### src/rtl/draw_pkg.sv
// Shared types and fixed-point helpers for the vector rasteriser.
package draw_pkg;

   typedef enum logic [1:0] {
      MODE_LINE  = 2'd0,
      MODE_ERASE = 2'd1,
      MODE_FILL  = 2'd2
   } draw_mode_t;

   typedef enum logic [1:0] {
      ST_IDLE = 2'd0,
      ST_LINE = 2'd1,
      ST_FILL = 2'd2,
      ST_DONE = 2'd3
   } draw_state_t;

   localparam int unsigned FRAC_BITS_DEFAULT = 16;

   // Integer part of a signed fixed-point value, rounded toward minus infinity.
   function automatic logic signed [31:0] fx_floor(input logic signed [31:0] v,
                                                    input int unsigned frac);
      return v >>> frac;
   endfunction

endpackage

### src/rtl/draw_pix_addr.sv
// Pixel coordinate to framebuffer address, with on-screen test.
module draw_pix_addr #(
   parameter int unsigned WIDTH  = 320,
   parameter int unsigned HEIGHT = 240,
   parameter int unsigned ADDRW  = 17
) (
   input  logic signed [31:0] px,
   input  logic signed [31:0] py,
   output logic [ADDRW-1:0]   addr_c,
   output logic               in_bounds_c
);

   // Negative coordinates have the sign bit set, so the unsigned compares reject them too.
   always_comb begin
      addr_c      = ADDRW'($unsigned(py) * 32'(WIDTH) + $unsigned(px));
      in_bounds_c = !px[31] && !py[31] &&
                    ($unsigned(px) < 32'(WIDTH)) && ($unsigned(py) < 32'(HEIGHT));
   end

endmodule

### src/rtl/draw_vector_fx.sv
// Rasterises one fixed-point line, erase line or solid block, one pixel per clock.
module draw_vector_fx
   import draw_pkg::*;
#(
   parameter int unsigned DRAW_WIDTH  = 320,
   parameter int unsigned DRAW_HEIGHT = 240,
   parameter int unsigned DRAW_ADDRW  = $clog2(DRAW_WIDTH * DRAW_HEIGHT),
   parameter int unsigned DRAW_DATAW  = 4,
   parameter int unsigned FRAC_BITS   = FRAC_BITS_DEFAULT,
   parameter int unsigned MAX_LEN     = 64,
   parameter int unsigned BLOCK_SIZE  = 8,
   parameter int unsigned BG_COLOR    = 0
) (
   input  logic                  clk,
   input  logic                  rst_n,
   input  logic                  start,
   input  logic [1:0]            mode,
   input  logic [DRAW_DATAW-1:0] color,
   input  logic [31:0]           block_x,
   input  logic [31:0]           block_y,
   input  logic [31:0]           xn,
   input  logic [31:0]           yn,
   input  logic [31:0]           mag,
   output logic [DRAW_ADDRW-1:0] draw_addr_write,
   output logic [DRAW_DATAW-1:0] draw_data_in,
   output logic                  draw_we,
   output logic                  busy,
   output logic                  done
);

   localparam int unsigned FILL_LAST = BLOCK_SIZE * BLOCK_SIZE - 1;

   draw_state_t        state_q;
   logic signed [31:0] acc_x_q, acc_y_q;
   logic signed [31:0] step_x_q, step_y_q;
   logic signed [31:0] corner_x_q, corner_y_q;
   logic [31:0]        fill_x_q, fill_y_q;
   logic [31:0]        rem_q;

   logic signed [31:0] acc_nx_c, acc_ny_c;
   logic [31:0]        fill_nx_c, fill_ny_c;
   logic signed [31:0] px_c, py_c;
   logic [31:0]        mag_int_c, line_n_c;
   logic [DRAW_ADDRW-1:0] pt_addr_c;
   logic               pt_in_c;

   // Next point: the incoming origin when idle, otherwise one step past the presented point.
   always_comb begin
      acc_nx_c  = acc_x_q + step_x_q;
      acc_ny_c  = acc_y_q + step_y_q;
      fill_nx_c = fill_x_q + 32'd1;
      fill_ny_c = fill_y_q;
      if (fill_x_q == 32'(BLOCK_SIZE - 1)) begin
         fill_nx_c = 32'd0;
         fill_ny_c = fill_y_q + 32'd1;
      end
      mag_int_c = mag >> FRAC_BITS;
      line_n_c  = (mag_int_c > 32'(MAX_LEN)) ? 32'(MAX_LEN) : mag_int_c;
      case (state_q)
         ST_LINE: begin
            px_c = fx_floor(acc_nx_c, FRAC_BITS);
            py_c = fx_floor(acc_ny_c, FRAC_BITS);
         end
         ST_FILL: begin
            px_c = corner_x_q + $signed(fill_nx_c);
            py_c = corner_y_q + $signed(fill_ny_c);
         end
         default: begin
            px_c = fx_floor($signed(block_x), FRAC_BITS);
            py_c = fx_floor($signed(block_y), FRAC_BITS);
         end
      endcase
   end

   draw_pix_addr #(
      .WIDTH  (DRAW_WIDTH),
      .HEIGHT (DRAW_HEIGHT),
      .ADDRW  (DRAW_ADDRW)
   ) u_pix_addr (
      .px          (px_c),
      .py          (py_c),
      .addr_c      (pt_addr_c),
      .in_bounds_c (pt_in_c)
   );

   always_ff @(posedge clk) begin
      if (!rst_n) begin
         state_q         <= ST_IDLE;
         draw_addr_write <= '0;
         draw_data_in    <= '0;
         draw_we         <= 1'b0;
         busy            <= 1'b0;
         done            <= 1'b0;
         acc_x_q         <= '0;
         acc_y_q         <= '0;
         step_x_q        <= '0;
         step_y_q        <= '0;
         corner_x_q      <= '0;
         corner_y_q      <= '0;
         fill_x_q        <= '0;
         fill_y_q        <= '0;
         rem_q           <= '0;
      end else begin
         case (state_q)
            ST_IDLE, ST_DONE: begin
               done    <= 1'b0;
               draw_we <= 1'b0;
               busy    <= 1'b0;
               state_q <= ST_IDLE;
               if (start) begin
                  // Point 0 is presented straight from the incoming origin.
                  busy            <= 1'b1;
                  draw_we         <= pt_in_c;
                  draw_addr_write <= pt_addr_c;
                  draw_data_in    <= (mode == MODE_ERASE) ? DRAW_DATAW'(BG_COLOR) : color;
                  acc_x_q         <= $signed(block_x);
                  acc_y_q         <= $signed(block_y);
                  step_x_q        <= $signed(xn);
                  step_y_q        <= $signed(yn);
                  corner_x_q      <= fx_floor($signed(block_x), FRAC_BITS);
                  corner_y_q      <= fx_floor($signed(block_y), FRAC_BITS);
                  fill_x_q        <= '0;
                  fill_y_q        <= '0;
                  if (mode == MODE_FILL) begin
                     state_q <= ST_FILL;
                     rem_q   <= 32'(FILL_LAST);
                  end else begin
                     state_q <= ST_LINE;
                     rem_q   <= line_n_c;
                  end
               end
            end
            ST_LINE, ST_FILL: begin
               if (rem_q == 32'd0) begin
                  state_q <= ST_DONE;
                  done    <= 1'b1;
                  busy    <= 1'b0;
                  draw_we <= 1'b0;
               end else begin
                  rem_q           <= rem_q - 32'd1;
                  draw_we         <= pt_in_c;
                  draw_addr_write <= pt_addr_c;
                  acc_x_q         <= acc_nx_c;
                  acc_y_q         <= acc_ny_c;
                  fill_x_q        <= fill_nx_c;
                  fill_y_q        <= fill_ny_c;
               end
            end
            default: state_q <= ST_IDLE;
         endcase
      end
   end

endmodule

### config.mk
export PLATFORM = sky130hd
export DESIGN_NAME = draw_vector_fx
export DESIGN_NICKNAME = d
export VERILOG_FILES = /design/src/rtl/draw_pkg.sv /design/src/rtl/draw_pix_addr.sv /design/src/rtl/draw_vector_fx.sv
export SDC_FILE = /design/constraint.sdc
export NUM_CORES = 1
export LEC_CHECK = 0
export CAP_MARGIN = 20
export CORE_UTILIZATION = 54
export DETAILED_ROUTE_END_ITERATION = 10
export PLACE_DENSITY = 0.79
export SYNTH_ARGS = -nofsm -noshare
export SYNTH_HDL_FRONTEND = slang
export SYNTH_SLANG_ARGS = --single-unit
### constraint.sdc
create_clock -name clk -period 6.4 [get_ports clk]
set_input_delay 0.96 -clock clk [delete_from_list [all_inputs] [get_ports clk]]
set_output_delay 0.96 -clock clk [all_outputs]
set_load 0.01 [all_outputs]
==> results of run 1 <==
-- layout make-up --
cell class              count  area [sq um]  area share (%)
multi-input cells        2290         15000            59.2
well taps                 518           648            2.55
repair buffers            272          2500            9.84
clock buffers              44           948            3.74
clock inverters            16           308            1.21
inverters                  81           309            1.22
flip-flops and latches    282          5650            22.3
-- state kept, by name, indices dropped and copies added, names as in the netlist --
register	flops
acc_x_q	32
acc_y_q	32
fill_x_q	32
fill_y_q	32
rem_q	32
step_x_q	32
step_y_q	32
draw_addr_write	17
corner_x_q	16
corner_y_q	16
draw_data_in	4
state_q	2
busy	1
done	1
draw_we	1
-- cell usage in the layout (no fill, tap or decap), drive strengths merged, types with 11 or more instances in the layout --
| cell | instances |
|---|---|
| nand2 | 400 |
| nor2 | 222 |
| o21a | 28 |
| o21bai | 16 |
| nor3 | 69 |
| a211oi | 34 |
| a21o | 59 |
| dfxtp | 282 |
| a21oi | 328 |
| nand3 | 67 |
| o21ai | 158 |
| xor2 | 69 |
| or4 | 14 |
| and4 | 13 |
| xnor2 | 113 |
| a22oi | 24 |
| inv | 83 |
| mux2i | 16 |
| buf | 97 |
| a32o | 25 |
| nand2b | 26 |
| a31oi | 28 |
| and3 | 36 |
| nand4 | 35 |
| o211ai | 53 |
| nor2b | 23 |
| nor4 | 32 |
| clkdlybuf4s50 | 175 |
| clkbuf | 44 |
| a2111oi | 14 |
| or3 | 24 |
| and2 | 19 |
| ha | 155 |
| a221oi | 11 |
| o2111ai | 11 |
-- worst max path at each step --
stage / to / slack [ns] / depth (start not counted)
floorplan: draw_addr_write[16]$_SDFFE_PN0P_ / 0.37 / 28
global placement: draw_addr_write[16]$_SDFFE_PN0P_ / 0.04 / 31
detailed placement: draw_addr_write[16]$_SDFFE_PN0P_ / -0.04 / 30
CTS: draw_addr_write[16]$_SDFFE_PN0P_ / 0.01 / 30
global route: draw_addr_write[16]$_SDFFE_PN0P_ / -0.15 / 29
finish: draw_addr_write[16]$_SDFFE_PN0P_ / 0.05 / 32
-- repair_timing --
item | in CTS | in global routing
hold endpoints to repair | 0 | 0
gates cloned | 0 | 0
resized for setup | 3 | 67
setup buffers | 2 | 14
endpoints found under the setup margin | 1 | 1
pin swaps | 3 | 47
-- metal layers --
layer	part of all wire (%)	routed length, um	up-vias	track usage, %
li1	-	-	10600	-
met1	42	30000	10300	45.2
met2	45	32200	1017	55.1
met3	9.0	6380	164	6.35
met4	3.9	2750	0	14.2
met5	0	0	-	0
-- power by group --
group          total, mW  internal (mW)  switching, mW
sequential          2.58           2.23          0.352
combinational       7.14           2.75           4.39
clock               2.17           1.34          0.831
total               11.9           6.32           5.57
-- stage by stage --
step,cells,setup slack (ns),setup TNS [ns],instance area [sq um],total power [mW]
after floorplan,2821,0.366,0,21200,7.32
after global placement,3427,0.0424,0,23600,9.16
final,3503,0.0477,0,25400,11.9
after CTS,3489,0.0136,0,24900,11.6
after detailed placement,3427,-0.0377,-0.0377,23600,9.33
after global routing,3503,-0.147,-0.147,25400,12.7
-- cell families (layout without fill, tap and decap cells) --
kind of cell | count (synthesis) | count (layout) | synth area share, %
simple gates | 1015 | 1015 | 22.7
compound gates | 912 | 912 | 27.8
flops | 282 | 282 | 26.6
buf+inv | 249 | 413 | 4.74
xor+xnor | 182 | 182 | 7.54
fa+ha+maj | 161 | 161 | 9.69
mux | 20 | 20 | 0.966
-- worst max-delay path: cells and delay by family, from the launching register on --
| family | cells | cell delay (ns) |
|---|---|---|
| XOR/XNOR | 6 | 0.83 |
| buffers and inverters | 7 | 0.87 |
| AND/OR/NAND/NOR | 7 | 1.38 |
| adder cells (fa/ha/maj) | 4 | 1.24 |
| flip-flops | 1 | 0.39 |
| AO/OA/AOI/OAI | 8 | 1.57 |
==> impl_results.md, run 1 <==
- IO Count: a little under 200
- Detailed Route WL: 71,300 um
- Number of synthesized flops with an enable pin: 0
- Latest clock arrival within the worst-skew pair: roughly 0.57 ns
- Remaining max-slew budget at the tightest pin: between 20% and 30%
- Initial standard-cell utilization of the core: a little over half
- TritonCTS clock tree: done
- Flip-flop and latch count after synthesis: 282
- Synthesized net count: roughly 3,200
- Buffers added on ports: 176
- Area leader, netlist: sky130_fd_sc_hd__dfxtp_1
- Startpoint Class: register
- Clock tree sinks: about 280
- Post-DP HPWL: 52,100 um
- Mean number of vias per cell: 6.31
- Share of the yosys chip area belonging to registers: 26.6%
- Max stage delay on crit path: 0.44 ns
- Share of synthesized flip-flops with an asynchronous set or reset: 0%
- Total count of max-transition violations in the final report: 0
- Crit path time final: between 6 and 7 ns
- Cts bufs inserted: 34
- Dominant cell by count in the synthesized netlist: sky130_fd_sc_hd__nand2_1
- Critical path data required time: 6.89 ns
- Area of the mapped netlist: approximately 21,000 sq um
- Cell count after synthesis: 2,821
- Worst Setup Path Type: reg -> reg
- Total number of vias: roughly 22,000
- Worst-case register-to-register setup slack: 0.05 ns
- Final number of setup-violating endpoints: 0
- CTS H-tree depth: 2
- Length of the first detailed-routing pass in iterations: 9
- Capture endpoint of the worst hold path: draw_addr_write[10]$_SDFFE_PN0P_
- Antenna Nets Post-Route: 0
- Slowest stage cell on the critical path: sky130_fd_sc_hd__a222oi_1
- Hold-fix buffers, CTS: 0
- Rows: 72
- FF-to-FF Start: fill_x_q[7]$_SDFFE_PN0P_
- Cell area power density: 469 nW/um^2
- Die W: between 200 and 250 um
- Final critical-path share of the clock period: 99.3%
- Die outline area: around 40,000 sq um
- Clock Root Buffer: sky130_fd_sc_hd__clkbuf_16
- Hold Path Class: reg -> reg
- Area added between synthesis and finish: 19.4%
- Fraction of layout cells with a size suffix above 1: under 10%
- CP Launch Point: fill_x_q[7]$_SDFFE_PN0P_
- Actual slew at the worst max-slew pin: 1.13 ns
- Number of buffers between clock root and the deepest sink: 3
- CTS clk-pin slew, worst paths: 0.06 ns
- Placeable Area: roughly 39,000 sq um
- Synth top cells by count: sky130_fd_sc_hd__nand2_1 (400), sky130_fd_sc_hd__a21oi_1 (327), sky130_fd_sc_hd__dfxtp_1 (282)
- Max Fanout on Critical Path: 5
- Most used cell along the critical path: sky130_fd_sc_hd__buf_4
- Min-Delay Startpoint: draw_addr_write[10]$_SDFFE_PN0P_
- Total gr overflow: 0
- Outcome: finished clean
- Final number of hold-violating endpoints: 0
- Fraction of synthesized cell area taken by the top area cell type: between 20% and 30%
- Number of filler instances in the final layout: 3,322
- GP Congestion: 1.02
- Largest net degree at the start of global routing: ~120
- Initial antenna violation count: 1
- Share of the core filled with cells in the final layout: roughly two thirds
- Initial detailed-routing violation count: between 1,500 and 2,000
- Vias in the first global route: between 20,000 and 25,000
- Final #Nets: approximately 3,300
- Maximum ir drop on the vdd rail: ~0.41 mV
- Post-Syn Area per Cell: ~7.5 sq um
- Number of antenna cells inserted: 0
- Clock Skew: around 0.029 ns
- Unique masters post-synth: 95
- Reg2Reg Capture Point: draw_addr_write[16]$_SDFFE_PN0P_
- Critical Path AT: roughly 6.8 ns
- Primary FF master, synth: sky130_fd_sc_hd__dfxtp_1
- Yosys warns: 0
- Worst Hold Margin: 0.453 ns
- DRC: 0
- Wire length of the first global-routing pass: 112,000 um
- Peak Freq: around 0.16 GHz
- Element type at the critical path end: register
- Number of instances on the worst hold path: 2
- RSZ-0062 raised after global routing: true
- Biggest area contributors in the synthesized netlist: sky130_fd_sc_hd__dfxtp_1 (27%), sky130_fd_sc_hd__ha_1 (9.1%), sky130_fd_sc_hd__a21oi_1 (7.7%)
- Average routed wire per standard cell: between 20 and 25 um
- Depth of the worst register-to-register path: 32
- Static leakage: ~10 nW
- Chip Height: around 200 um
- Aggregate global-route resource usage: between 30% and 40%
- Count of max-cap constraint violations: 0
Power figures use the tool's default switching activity.
==> run 2: changes to the inputs <==
CORE_UTILIZATION = 60   (was 54)
PLACE_DENSITY = 0.83   (was 0.79)
clock period = 7.4 ns   (was 6.4 ns; I/O delays follow)
==> run 2 against run 1 <==
Against the previous run: final cell count fell by 4.0%; via count fell by 1.0%; routed wire length fell by 2.9%.
==> impl_results.md, run 2 (synthesis gave the netlist of run 1 again) <==
- Outcome: finished clean
- Final standard cell count with taps included and fillers excluded: 3,364 (-4.0%)
- Max stage delay on crit path: 0.39 ns (-0.05 ns)
- Cell area power density: 402 nW/um^2 (-14%)
- Min-Delay Startpoint: draw_addr_write[11]$_SDFFE_PN0P_
- Most common cell after layout, fill and taps aside: sky130_fd_sc_hd__nand2_1
- Latest clock arrival within the worst-skew pair: 0.58 ns (about the same)
- Power Total: 9.77 mW (-18%)
- Number of cells after detailed placement: 3,302 (-3.6%)
- Resized Gates After CTS: 0 (-3)
- Final number of hold-violating endpoints: 0 (unchanged)
- Most used cells in the layout excluding fill and tap cells: sky130_fd_sc_hd__nand2_1 (399), sky130_fd_sc_hd__a21oi_1 (326), sky130_fd_sc_hd__dfxtp_1 (282), sky130_fd_sc_hd__nor2_1 (219), sky130_fd_sc_hd__clkdlybuf4s50_1 (175)
- Vias in the first global route: 20,700 (-1.3%)
- Initial antenna violation count: 0 (-1)
- Fraction of layout cells with a size suffix above 1: 4.85% (-4.2 points)
- Mean number of vias per cell: 6.50 (+3.1%)
- Number of instances on the worst hold path: 2 (unchanged)
- Remaining max-slew budget at the tightest pin: 26.3% (+1.9 points)
- Peak Freq: 0.147 GHz (-6.9%)
- Share of the core filled with cells in the final layout: 70.0% (+4.5 points)
- CTS H-tree depth: 2 (unchanged)
- Reg area: 5650 sq um (about the same)
- Clock Skew: 0.0383 ns (+0.00967 ns)
- Hold Path Class: reg -> reg
- Length of the first detailed-routing pass in iterations: 8 (-1)
- Post-DP HPWL: 50,600 um (-2.7%)
- RSZ-0062 raised after global routing: false
- Die outline area: 36,200 sq um (-9.9%)
- Critical path data required time: 7.90 ns (+1.01 ns)
- Total gr overflow: 0 (unchanged)
- Startpoint Class: register
- Initial detailed-routing violation count: 2,124 (+7.5%)
- GP Congestion: 1.02 (-0.22%)
- Initial standard-cell utilization of the core: 61.2% (+6.4 points)
- Area added between synthesis and finish: 14.4%
- Setup WS pre-CTS: 0.842 ns (+0.880 ns)
- Max Fanout on Critical Path: 5 (unchanged)
- Largest net degree at the start of global routing: 93 (-24%)
- Rows: 68 (-5.6%)
- Antenna Nets Post-Route: 0 (unchanged)
- Total number of vias: 21,900 (-1.0%)
- Worst Setup Path Type: reg -> reg
- Average routed wire per standard cell: 20.6 um (+1.1%)
- Setup TNS Final: 0 ns (unchanged)
- Number of buffers between clock root and the deepest sink: 3 (unchanged)
- CTS clk-pin slew, worst paths: 0.06 ns (about the same)
- Final number of setup-violating endpoints: 0 (unchanged)
- TritonCTS clock tree: done
- Total count of max-transition violations in the final report: 0 (unchanged)
- FF-to-FF Start: fill_x_q[24]$_SDFFE_PN0P_
- Buffers added on ports: 176 (unchanged)
- Final critical-path share of the clock period: 92.2% (-7.1 points)
- Maximum ir drop on the vdd rail: 0.466 mV (+14%)
- Reg2Reg Capture Point: draw_addr_write[16]$_SDFFE_PN0P_
- Clock tree sinks: 282 (unchanged)
- Clock Root Buffer: sky130_fd_sc_hd__clkbuf_16
- Actual slew at the worst max-slew pin: 1.11 ns (-0.0203 ns)
- Crit path time final: 6.82 ns (+0.468 ns)
- Aggregate global-route resource usage: 37.6% (+3.3 points)
- Worst-case register-to-register setup slack: 0.58 ns (+0.53 ns)
- Critical Path AT: 7.32 ns (+0.48 ns)
- Wire length of the first global-routing pass: 109,000 um (-2.4%)
- Placeable Area: 34,700 sq um (-10%)
- Most used cell along the critical path: sky130_fd_sc_hd__xnor2_1
- Final #Nets: 3,214 (-2.3%)
- Capture endpoint of the worst hold path: draw_addr_write[11]$_SDFFE_PN0P_
- Depth of the worst register-to-register path: 29 (-9.4%)
- Hold-fix buffers, CTS: 0 (unchanged)
- Number of antenna cells inserted: 0 (unchanged)
- Count of max-cap constraint violations: 0 (unchanged)
- Post-route setup slack: 0.579 ns (+0.532 ns)
- Detailed Route WL: 69,200 um (-2.9%)
- Cts bufs inserted: 34 (unchanged)
- Number of filler instances in the final layout: 2,885 (-13%)
- Combined area of the multi-input logic cells: 14,700 sq um (-2.4%)
- Slowest stage cell on the critical path: sky130_fd_sc_hd__nor4_1
- Die W: 190 um (-5.1%)
- IO Count: 193 (unchanged)
- Total setup buffers inserted after CTS: 0 (-2)
- DRC: 0 (unchanged)
- Element type at the critical path end: register
- Static leakage: 9.95 nW (-4.7%)
- Chip Height: 190 um (-5.1%)
==> run 2: cell count changes in the layout (fill, tap and decap cells not counted), moves of 4 or more <==
cell / change
sky130_fd_sc_hd__a21oi_1: +8
sky130_fd_sc_hd__a21oi_2: -7
sky130_fd_sc_hd__buf_4: -75
sky130_fd_sc_hd__dfxtp_1: +4
sky130_fd_sc_hd__dfxtp_2: -4
sky130_fd_sc_hd__ha_1: +7
sky130_fd_sc_hd__ha_4: -6
sky130_fd_sc_hd__nor4_1: +6
sky130_fd_sc_hd__nor4_2: -4
sky130_fd_sc_hd__o21ai_0: +4
sky130_fd_sc_hd__xnor2_1: +6
sky130_fd_sc_hd__xnor2_2: -5
==> run 2: worst max-delay path, delay by kind of cell (launching register included) <==
kind | cells | cell delay (ns)
AND/OR/NAND/NOR | 11 | 2.39
AO/OA/AOI/OAI | 7 | 1.56
adder cells (fa/ha/maj) | 4 | 1.34
XOR/XNOR | 6 | 1.00
flip-flops | 1 | 0.36
buffers and inverters | 1 | 0.09
==> run 2: report_power, final <==
| part | total, mW | switching (mW) | internal (mW) | leakage [nW] |
|---|---|---|---|---|
| sequential | 2.23 | 0.304 | 1.93 | 2.31 |
| clock | 1.80 | 0.723 | 1.08 | 0.588 |
| combinational | 5.73 | 3.64 | 2.09 | 7.06 |
==> run 2: layer usage <==
layer | global-route usage, % | share of wire [%]
met5 | 0 | 0
met4 | 15.9 | 3.9
met3 | 7.56 | 9.1
met2 | 60.2 | 44
met1 | 49.1 | 43
==> run 2: worst max path at each step <==
stage / start / endpoint / slack [ns] / depth (start not counted)
after floorplan: fill_x_q[0]$_SDFFE_PN0P_ / draw_addr_write[16]$_SDFFE_PN0P_ / 1.37 / 28
final: fill_x_q[24]$_SDFFE_PN0P_ / draw_addr_write[16]$_SDFFE_PN0P_ / 0.58 / 29
after detailed placement: fill_x_q[24]$_SDFFE_PN0P_ / draw_addr_write[16]$_SDFFE_PN0P_ / 0.84 / 29
after CTS: fill_x_q[24]$_SDFFE_PN0P_ / draw_addr_write[16]$_SDFFE_PN0P_ / 0.71 / 29
after global placement: fill_x_q[0]$_SDFFE_PN0P_ / draw_addr_write[16]$_SDFFE_PN0P_ / 0.88 / 27
after global routing: fill_x_q[24]$_SDFFE_PN0P_ / draw_addr_write[16]$_SDFFE_PN0P_ / 0.1 / 29
==> run 2: stage by stage <==
| stage | hold WS [ns] | instance area (sq um) |
|---|---|---|
| 6_report | 0.450 | 24300 |
| 5_1_grt | 0.471 | 24300 |
| 4_1_cts | 0.453 | 24300 |
| 3_5_place_dp | 0.445 | 23100 |
| 3_3_place_gp | 0.439 | 23100 |
| 2_1_floorplan | 0.436 | 21200 |
==> run 2: cell type report <==
class	instances	share of cell area [%]
clock inverters	15	0.953
clock buffers	46	4.02
well taps	455	2.34
inverters	81	1.27
flip-flops and latches	282	23.2
repair buffers	195	7.87
multi-input cells	2290	60.3
